`src/rtl/serial_frame_tx.sv`:
```
// Parallel-to-serial frame transmitter: one-entry holding buffer feeding an LSB-first
// start/data/[parity]/stop framer, with every bit period paced by an external bit strobe.
module serial_frame_tx #(
    parameter int DATA_BITS  = 8,
    parameter int PARITY_EN  = 1,
    parameter int PARITY_ODD = 0,
    parameter int STOP_BITS  = 1
) (
    input  logic                         i_clock,
    input  logic                         i_reset,
    input  logic                         i_bit_en,
    input  logic [DATA_BITS-1:0]         i_tx_data,
    input  logic                         i_tx_valid,
    output logic                         o_tx_ready,
    output logic                         o_tx_serial,
    output logic                         o_tx_busy,
    output logic [$clog2(DATA_BITS)-1:0] o_bit_index,
    output logic                         o_frame_done,
    output logic [2:0]                   o_dbg_state
);
    localparam int IDX_W = $clog2(DATA_BITS);
    localparam logic [IDX_W-1:0] LAST_IDX = IDX_W'(DATA_BITS - 1);
    localparam logic LAST_STOP = 1'(STOP_BITS - 1);

    typedef enum logic [2:0] {
        S_IDLE   = 3'd0,
        S_START  = 3'd1,
        S_DATA   = 3'd2,
        S_PARITY = 3'd3,
        S_STOP   = 3'd4
    } state_t;

    state_t               r_state;
    logic [DATA_BITS-1:0] r_shift;
    logic [DATA_BITS-1:0] r_buf;
    logic                 r_buf_full;
    logic [IDX_W-1:0]     r_bit_idx;
    logic                 r_stop_cnt;
    logic                 r_serial;
    logic                 r_done;

    logic                 w_accept;
    logic                 w_parity;
    logic [IDX_W-1:0]     w_next_idx;

    // Handshake: a word transfers on any clock edge where i_tx_valid && o_tx_ready; ready
    // means the holding buffer is empty, so a full buffer ignores valid even as it drains.
    assign o_tx_ready = !r_buf_full && !i_reset;
    assign w_accept   = i_tx_valid && o_tx_ready;
    assign w_next_idx = r_bit_idx + 1'b1;
    assign w_parity   = (^r_shift) ^ (PARITY_ODD != 0);

    assign o_tx_serial  = r_serial;
    assign o_tx_busy    = (r_state != S_IDLE);
    assign o_bit_index  = r_bit_idx;
    assign o_frame_done = r_done;
    assign o_dbg_state  = r_state;

    always_ff @(posedge i_clock) begin
        if (i_reset) begin
            r_state    <= S_IDLE;
            r_shift    <= '0;
            r_buf      <= '0;
            r_buf_full <= 1'b0;
            r_bit_idx  <= '0;
            r_stop_cnt <= 1'b0;
            r_serial   <= 1'b1;
            r_done     <= 1'b0;
        end else begin
            r_done <= 1'b0;
            if (w_accept) begin
                r_buf      <= i_tx_data;
                r_buf_full <= 1'b1;
            end
            // The line register changes on the same strobe edge as the state, so each bit
            // spans exactly one strobe-to-strobe interval.
            if (i_bit_en) begin
                case (r_state)
                    S_IDLE: begin
                        if (r_buf_full) begin
                            r_shift    <= r_buf;
                            r_buf_full <= 1'b0;
                            r_state    <= S_START;
                            r_serial   <= 1'b0;
                        end
                    end
                    S_START: begin
                        r_state   <= S_DATA;
                        r_bit_idx <= '0;
                        r_serial  <= r_shift[0];
                    end
                    S_DATA: begin
                        if (r_bit_idx == LAST_IDX) begin
                            r_bit_idx  <= '0;
                            r_stop_cnt <= 1'b0;
                            if (PARITY_EN != 0) begin
                                r_state  <= S_PARITY;
                                r_serial <= w_parity;
                            end else begin
                                r_state  <= S_STOP;
                                r_serial <= 1'b1;
                            end
                        end else begin
                            r_bit_idx <= w_next_idx;
                            r_serial  <= r_shift[w_next_idx];
                        end
                    end
                    S_PARITY: begin
                        r_state    <= S_STOP;
                        r_stop_cnt <= 1'b0;
                        r_serial   <= 1'b1;
                    end
                    S_STOP: begin
                        if (r_stop_cnt == LAST_STOP) begin
                            r_done     <= 1'b1;
                            r_stop_cnt <= 1'b0;
                            // A waiting word goes straight into its start bit: no idle gap.
                            if (r_buf_full) begin
                                r_shift    <= r_buf;
                                r_buf_full <= 1'b0;
                                r_state    <= S_START;
                                r_serial   <= 1'b0;
                            end else begin
                                r_state  <= S_IDLE;
                                r_serial <= 1'b1;
                            end
                        end else begin
                            r_stop_cnt <= r_stop_cnt + 1'b1;
                        end
                    end
                    default: begin
                        r_state  <= S_IDLE;
                        r_serial <= 1'b1;
                    end
                endcase
            end
        end
    end

endmodule
```
`config.mk`:
```
export PLATFORM = sky130hd
export DESIGN_NAME = serial_frame_tx
export DESIGN_NICKNAME = d
export VERILOG_FILES = /design/src/rtl/serial_frame_tx.sv
export SDC_FILE = /design/constraint.sdc
export NUM_CORES = 1
export LEC_CHECK = 0
export CORE_MARGIN = 1
export CORE_UTILIZATION = 40
export CTS_CLUSTER_SIZE = 10
export DETAILED_ROUTE_END_ITERATION = 10
export PLACE_DENSITY_LB_ADDON = 0.2
export SYNTH_ARGS = -nofsm -noshare
export SYNTH_HDL_FRONTEND = slang
export SYNTH_SLANG_ARGS = --single-unit
```
`constraint.sdc`:
```
create_clock -name i_clock -period 2.4 [get_ports i_clock]
set_input_delay 0.36 -clock i_clock [delete_from_list [all_inputs] [get_ports i_clock]]
set_output_delay 0.36 -clock i_clock [all_outputs]
set_load 0.02 [all_outputs]
```
# Word level (Yosys, flattened, before mapping)

Index checks and enable logic that the tools add are counted.

Output and inout bits: 10
Input bits: 12
Logic and storage cells: 63
Register bits: 26

Order comparisons: 1
Bitwise logic cells: 2
Mux-type cells: 26
Eq/ne operators: 8
Add/sub/neg operators: 2
Reduce and logical (&&, ||, !) cells: 16

Operator list:

| kind                                                                         | count |
|---|---|
| 8-bit 2-to-1 mux                                                             | 2 |
| 8-bit case mux with 2 select lines                                           | 1 |
| 3-bit case mux with 5 select lines                                           | 1 |
| 1-bit 2-to-1 mux                                                             | 13 |
| 3-bit 2-to-1 mux                                                             | 4 |
| 3-bit AND reduction                                                          | 3 |
| 8-bit XOR reduction                                                          | 1 |
| 3-bit by 2-bit == test with 1-bit output, second input constant              | 2 |
| 3-bit == test, second input constant                                         | 2 |
| 2-bit != test, second input constant                                         | 3 |
| 3-bit case mux with 2 select lines                                           | 1 |
| 3-bit nonzero test                                                           | 2 |
| 3-bit by 4-bit less-than comparator with 1-bit output, second input constant | 1 |
| 1-bit case mux with 4 select lines                                           | 1 |
| 4-bit AND reduction                                                          | 1 |
| 2-bit nonzero test                                                           | 2 |
| 3-bit by 1-bit adder with 3-bit output, second input constant                | 1 |
| 1-bit binary-select mux with 3-bit select                                    | 1 |
| 3-bit by 1-bit == test with 1-bit output, second input constant              | 1 |
| 3-bit zero test                                                              | 1 |
| 1-bit case mux with 3 select lines                                           | 1 |
| 3-bit OR reduction                                                           | 1 |
| 1-bit logical AND                                                            | 2 |
| 1-bit zero test                                                              | 2 |
| other kinds (4)                                                              | 5 |

# Logic depth before layout (Yosys ltp)

Gate-level depths: netlist of the first run.

Word-level depth: 8
Depth in mapped cells: 7

# Worst setup path before layout of the first run

Ideal clock, no wire load.

Path kind: reg-to-reg
Start point: reg r_bit_idx[0] (netlist: o_bit_index[0])
End point: reg r_serial (netlist: o_tx_serial)
Setup time: 130 ps
Data arrival time: 1767 ps
Clock period less this slack: 1896 ps
Slack: 504 ps
Path buffers: 0
Cell stages (with the launch flop): 7
Cell sequence: dfxtp_1 > ha_1 > mux4_1 > mux2i_1 > nor2_1 > a2111oi_2 > o21ai_1

Cells in the longest elaborated chain, start to end: 5

Ends and longest elaborated chain:

| item                                      | line | RTL |
|---|---|---|
| from (decl)                               | 37   | `logic [IDX_W-1:0] r_bit_idx;` |
| from (signal assigned)                    | 104  | `r_bit_idx <= w_next_idx;` |
| 3-bit by 1-bit adder with 3-bit output    | 50   | `assign w_next_idx = r_bit_idx + 1'b1;` |
| 1-bit binary-select mux with 3-bit select | 105  | `r_serial <= r_shift[w_next_idx];` |
| 1-bit 2-to-1 mux (implied by the code)    | 105  |  |
| 1-bit 2-to-1 mux *                        | 93   | `if (r_bit_idx == LAST_IDX) begin` |
| 1-bit case mux with 4 select lines *      | 78   | `case (r_state)` |
| to (signal assigned)                      | 90   | `r_serial <= r_shift[0];` |
| to (signal assigned)                      | 98   | `r_serial <= w_parity;` |
| to (signal assigned)                      | 105  |  |
| to (decl)                                 | 39   | `logic r_serial;` |

Mark *: on every way between the ends. The rest lies on a longest branch, timed or not. The select of a mux whose other input is x is not followed.
A chain may end at the register's enable or synchronous reset.

# Worst setup path in the final report of the first run

Start point: reg r_state[1] (netlist: o_dbg_state[1])
End point: out o_tx_busy

Cells in the longest elaborated chain, start to end: 1

Ends and longest elaborated chain:

| item                   | line | RTL |
|---|---|---|
| from (decl)            | 33   | `state_t r_state;` |
| from (signal assigned) | 61   | `r_state <= S_IDLE;` |
| from (signal assigned) | 83   | `r_state <= S_START;` |
| from (signal assigned) | 88   | `r_state <= S_DATA;` |
| 3-bit nonzero test     | 54   | `assign o_tx_busy = (r_state != S_IDLE);` |
| to (decl)              | 16   | `output logic o_tx_busy,` |

Every way passes these cells.

==> results.json, run 1 <==
{
  "clkSinkCount": 25,
  "wl_um": 2210,
  "p_per_area_nw_per_um2": 535,
  "port_buffers": 21,
  "post-route-period-util": 0.901,
  "timing.fmax_ghz": 0.463,
  "slew_viol_final": 0,
  "viasPerCell": 5.22,
  "rows": 19,
  "hp-class": "reg -> reg",
  "dr.pass1.iters": 4,
  "ys_ff_latch": 25,
  "clock_skew_ns": 0.00839,
  "finalWorstSetupSlack_ns": 0.239,
  "drive_above_1_share": 0.0440,
  "cts_buffers": 3,
  "cap_violations": 0,
  "syn_nets": 155,
  "place_hpwl_um": 1600,
  "cp-end-kind": "output port",
  "antenna_found_initial": 0,
  "place.gp.congestion": 0.771,
  "synthCells": 141,
  "crit_chain": "or3_1, clkdlybuf4s50_1",
  "top_level_ports": 22,
  "seq_area_frac_synth": 0.422,
  "die_h_um": 56.4,
  "fin_crit_ns": 2.16,
  "slowest_stage": "dfxtp_1",
  "track_usage": 0.154,
  "crit_arrival_ns": 1.80,
  "syn_area_sq_um": 1180,
  "cts_hold_buf": 0,
  "ir_drop_mv": 0.335,
  "final_cell_mix": "dfxtp_1 (25), nand2_1 (21), clkdlybuf4s50_1 (21)",
  "antenna_left": 0,
  "core_sq_um": 2780,
  "dieArea_sq_um": 3180,
  "final_common_cell": "dfxtp_1",
  "slew_headroom": 0.644,
  "cpPeakStageDelay_ns": 0.68,
  "post_cts_resized": 0,
  "required_ns": 2.04,
  "grt_start_max_net_pins": 26,
  "grt_first_pass_wirelength_um": 4050,
  "cts_buffer_depth": 2,
  "p_leak_uw": 0.000524,
  "die_width_um": 56.4,
  "worst_pin_slew_ns": 0.533,
  "drtIter0Drc": 22,
  "clk_pin_slew_worst_paths_ns": 0.15,
  "postCtsSetupRepairBufs": 0,
  "clock_latency_ns": 0.32,
  "cp_max_fo": 19,
  "cts_tree": "done",
  "cpLargestDelayFamily": "flip-flops",
  "ctsRootBufferMaster": "clkbuf_4",
  "yosysWarnings": 0,
  "htree_levels": 1,
  "nNetsFinal": 174,
  "setup_violations": 0,
  "fin_setup_tns_ns": 0,
  "path_buf_inv": 1,
  "rsz0062_at_grt": "false",
  "initial_core_util": 0.426,
  "overflow": 0,
  "drc": 0,
  "finalPower_uw": 772,
  "run_status": "finished, final reports clean",
  "avgSynthCellArea_sq_um": 8.40,
  "fillCellCount": 282,
  "hold_violations": 0,
  "area.growth.synth_to_final_pct": 21.6,
  "ys_types": 25,
  "vias": 992,
  "worstSetupPathType": "reg -> out",
  "cp-start-kind": "flip-flop",
  "diodes": 0,
  "detail_route.wl_per_cell_um": 11.6,
  "place_ws_ns": 0.476,
  "grt_pass1_vias": 922
}
## flip-flops by register name, summed over array words and instances, names as in the netlist
name and cells:
o_bit_index 3, o_dbg_state 3, o_frame_done 1, o_tx_serial 1
r_buf 8, r_buf_full 1, r_shift 8
## tightest hold or removal path, cell delays in order, from the launching register on
cell	delay [ns]
dfxtp_1	0.34
nand2_1	0.05
a21oi_1	0.05
## final cells by class
cell class                      count  area (sq um)  area share
Sequential cell                    25           500       0.347
Timing Repair Buffer               23           225       0.156
Tap cell                           31          38.8      0.0269
Clock inverter                      1          7.51     0.00521
Inverter                            2          7.51     0.00521
Multi-Input combinational cell    105           639       0.444
Clock buffer                        3          22.5      0.0156
## metal layers
| metal | part of all wire | routed length (um) | global-route usage | up-vias |
|---|---|---|---|---|
| met1 | 0.49 | 1090 | 0.214 | 459 |
| li1 | - | - | - | 513 |
| met2 | 0.47 | 1040 | 0.255 | 20 |
| met3 | 0.035 | 78 | 0.0207 | 0 |
| met5 | 0 | 0 | 0 | - |
| met4 | 0 | 0 | 0.0314 | 0 |
## final timing paths
kind | start | end | slack [ns] | depth (start not counted)
setup / recovery | o_dbg_state[1]$_SDFFE_PP0P_ | o_tx_busy | 0.24 | 2
hold / removal | r_buf[6]$_SDFFE_PP0P_ | r_shift[6]$_SDFFE_PP0P_ | 0.46 | 2
setup reg to reg | o_bit_index[0]$_SDFFE_PP0P_ | o_tx_serial$_SDFFE_PP1P_ | 0.46 | 6
hold reg to reg | r_buf[6]$_SDFFE_PP0P_ | r_shift[6]$_SDFFE_PP0P_ | 0.46 | 2
## power breakdown
group	switching (uW)	internal, uW	total (uW)	leakage (uW)
Clock	131	63.6	195	0.0000139
Sequential	20.9	432	453	0.000204
Combinational	58.9	64.7	124	0.000307
Total	211	561	772	0.000524
## Yosys cell counts
cell type / count / area share
nand3_1: 5 / 0.021
or3_1: 1 / 0.0053
buf_1: 1 / 0.0032
nor3_1: 3 / 0.013
mux4_1: 2 / 0.044
a21oi_1: 16 / 0.068
nand4_1: 2 / 0.011
nand2b_1: 4 / 0.021
dfxtp_1: 25 / 0.42
mux2i_1: 10 / 0.084
ha_1: 2 / 0.021
a22oi_1: 1 / 0.0063
a221oi_1: 1 / 0.0074
nor2_1: 20 / 0.063
buf_2: 3 / 0.013
nand2_1: 21 / 0.067
o21ai_1: 3 / 0.013
clkbuf_1: 5 / 0.016
nor2b_1: 2 / 0.011
inv_1: 2 / 0.0063
a2111oi_2: 1 / 0.013
xnor2_1: 7 / 0.052
o21ai_0: 2 / 0.0084
nand3b_1: 1 / 0.0063
and3_1: 1 / 0.0053
## per-stage QoR
step / cells / hold slack [ns] / cell area, sq um / utilization
global placement: 186 / 0.439 / 1410 / 0.507
detailed placement: 186 / 0.447 / 1410 / 0.507
finish: 190 / 0.462 / 1440 / 0.518
CTS: 190 / 0.467 / 1440 / 0.518
floorplan: 141 / 0.431 / 1180 / -
global route: 190 / 0.480 / 1440 / 0.518
## kinds of logic after synthesis
kind of cell,after synthesis,share of synthesized area
AND/OR/NAND/NOR,60,0.223
flip-flops,25,0.422
AO/OA/AOI/OAI,24,0.115
multiplexers,12,0.129
buffers and inverters,11,0.0380
XOR/XNOR,7,0.0517
adder cells (fa/ha/maj),2,0.0211
(Power assumes the default switching activity.)
==> inputs of run 2 (changes only) <==
--- a/config.mk
+++ b/config.mk
@@ -10,6 +10,7 @@
 export CTS_CLUSTER_SIZE = 10
 export DETAILED_ROUTE_END_ITERATION = 10
 export PLACE_DENSITY_LB_ADDON = 0.2
+export RECOVER_POWER = 25
 export SYNTH_ARGS = -nofsm -noshare
 export SYNTH_HDL_FRONTEND = slang
 export SYNTH_SLANG_ARGS = --single-unit
==> constraint.sdc (replaced) <==
create_clock -name i_clock -period 1.8 [get_ports i_clock]
set_input_delay 0.27 -clock i_clock [delete_from_list [all_inputs] [get_ports i_clock]]
set_output_delay 0.27 -clock i_clock [all_outputs]
set_load 0.02 [all_outputs]
==> run 2 against run 1 <==
Final area up 3.7%; highest routed layer is now met4; worst setup slack got worse by 0.23 ns; flip-flop and latch count unchanged; clock-buffer cell count stayed put.
==> results.json, run 2 (synthesized netlist as in run 1, its figures left out) <==
{
  "run_status": "finished, final reports clean",
  "cp_max_fo": 3,
  "clock_skew_ns": 0.0142,
  "wl_um": 2220,
  "slew_viol_final": 0,
  "seqCellArea_sq_um": 505,
  "p_int_uw": 748,
  "clock_latency_ns": 0.33,
  "area.growth.synth_to_final_pct": 26.2,
  "grt.busiest_layer": "met2",
  "ctsRootBufferMaster": "clkbuf_4",
  "detail_route.wl_per_cell_um": 11.3,
  "track_usage": 0.164,
  "p_leak_uw": 0.000585,
  "p_per_area_nw_per_um2": 688,
  "antenna_found_initial": 0,
  "cp-start-kind": "flip-flop",
  "diodes": 0,
  "core_sq_um": 2780,
  "grt_use_met1": 0.202,
  "grt_pass1_vias": 943,
  "instances_no_fill": 196,
  "cts_tree": "done",
  "fin_crit_ns": 1.79,
  "slew_headroom": 0.628,
  "final_common_cell": "dfxtp_1",
  "timing.fmax_ghz": 0.560,
  "pwr-share-comb": 0.174,
  "dr.pass1.iters": 4,
  "grt_start_max_net_pins": 26,
  "setup_violations": 0,
  "viasPerCell": 5.12,
  "place.gp.congestion": 0.748,
  "met2_usage": 0.277,
  "min_to": "r_shift[6]$_SDFFE_PP0P_",
  "top_level_ports": 22,
  "seq_power_share": 0.575,
  "overflow": 0,
  "dieArea_sq_um": 3180,
  "clkPwrFrac": 0.251,
  "hp-class": "reg -> reg",
  "post-route-period-util": 0.993,
  "antenna_left": 0,
  "p_switching_uw": 281,
  "initial_core_util": 0.426,
  "port_buffers": 21,
  "cap_violations": 0,
  "met3_usage": 0.0300,
  "htree_levels": 1,
  "clkSinkCount": 25,
  "cts_buffers": 3,
  "die_width_um": 56.4,
  "largest_registers": "r_buf x8, r_shift x8",
  "final_cell_mix": "dfxtp_1 (23), nand2_1 (21), nor2_1 (20)",
  "die_h_um": 56.4,
  "drtIter0Drc": 25,
  "nNetsFinal": 180,
  "reg2regPathDepth": 6,
  "r2r-start": "o_bit_index[1]$_SDFFE_PP0P_",
  "clk_pin_slew_worst_paths_ns": 0.15,
  "cts_hold_buf": 0,
  "r2r_end": "o_tx_serial$_SDFFE_PP1P_",
  "postPlaceCellArea_sq_um": 1460,
  "switching_share": 0.273,
  "hp-start": "r_buf[6]$_SDFFE_PP0P_",
  "drc": 0,
  "fillCellCount": 262,
  "rows": 19,
  "final_cell_area_sq_um": 1500,
  "hold_violations": 0,
  "vias": 1004,
  "rsz0062_at_grt": "true",
  "whs_ns": 0.465,
  "worstSetupPathType": "reg -> reg",
  "crit_arrival_ns": 2.01,
  "grt_first_pass_wirelength_um": 4090,
  "ir_drop_mv": 0.547,
  "ff2ff_setup_slack_ns": 0.01,
  "place_hpwl_um": 1660,
  "cts_buffer_depth": 2,
  "cp-end-kind": "flip-flop",
  "required_ns": 2.03,
  "hold_depth": 2,
  "place_inst": 191,
  "drive_above_1_share": 0.0970,
  "fin_setup_tns_ns": 0,
  "multi_input_area_sq_um": 644,
  "worst_pin_slew_ns": 0.558
}
## run 2: cell count changes in the layout (fill, tap and decap cells not counted), sizes merged
cell | before | now
clkbuf | 3 | 5
dlygate4sd3 | 0 | 2
dlygate4sd2 | 0 | 1
dlymetal6s2s | 0 | 3
buf | 2 | 6
clkdlybuf4s50 | 21 | 15
## run 2: power groups by stage
stage	logic (uW)	registers, uW	clock network, uW
after floorplan	108	612	0
after CTS	185	592	270
after detailed placement	186	605	0
after global placement	182	604	0
after global routing	201	595	294
final	179	591	259
## run 2: per-layer routing
metal  routed length, um  vias to the layer above
met3                  69                        4
met5                   0                        -
met1                1050                      447
met4                  36                        0
li1                    -                      532
met2                1070                       21
## run 2: through the flow
stage,setup WS [ns],power (uW),util
2_1_floorplan,0.0252,720,-
3_3_place_gp,0.0535,786,0.526
3_5_place_dp,-0.0214,791,0.526
4_1_cts,0.0142,1050,0.538
5_1_grt,-0.108,1090,0.538
6_report,0.0128,1030,0.538
## run 2: worst max-delay path by stage
| stage | from | endpoint |
|---|---|---|
| floorplan | o_bit_index[0]$_SDFFE_PP0P_ | o_tx_serial$_SDFFE_PP1P_ |
| global placement | o_bit_index[1]$_SDFFE_PP0P_ | o_tx_serial$_SDFFE_PP1P_ |
| detailed placement | o_bit_index[1]$_SDFFE_PP0P_ | o_tx_serial$_SDFFE_PP1P_ |
| CTS | o_bit_index[1]$_SDFFE_PP0P_ | o_tx_serial$_SDFFE_PP1P_ |
| global route | o_bit_index[1]$_SDFFE_PP0P_ | o_tx_serial$_SDFFE_PP1P_ |
| finish | o_bit_index[1]$_SDFFE_PP0P_ | o_tx_serial$_SDFFE_PP1P_ |
## run 2: timing repair
action                     in CTS  in global routing
gates cloned                    0                  0
resized for setup               4                  3
setup buffers                   1                  0
setup endpoints to repair       2                  4
## run 2: layout make-up
type                    instances  share of cell area
clock buffers                   3              0.0151
clock inverters                 1             0.00502
inverters                       2             0.00502
multi-input cells             105               0.431
flip-flops and latches         25               0.338
well taps                      31              0.0259
repair buffers                 29               0.180
## run 2: critical path, cell delays in order (launching register included)
cell	delay, ns
dfxtp_4	0.38
ha_4	0.28
mux4_2	0.50
mux2i_1	0.14
nor2_1	0.07
a2111oi_2	0.22
o21ai_1	0.10
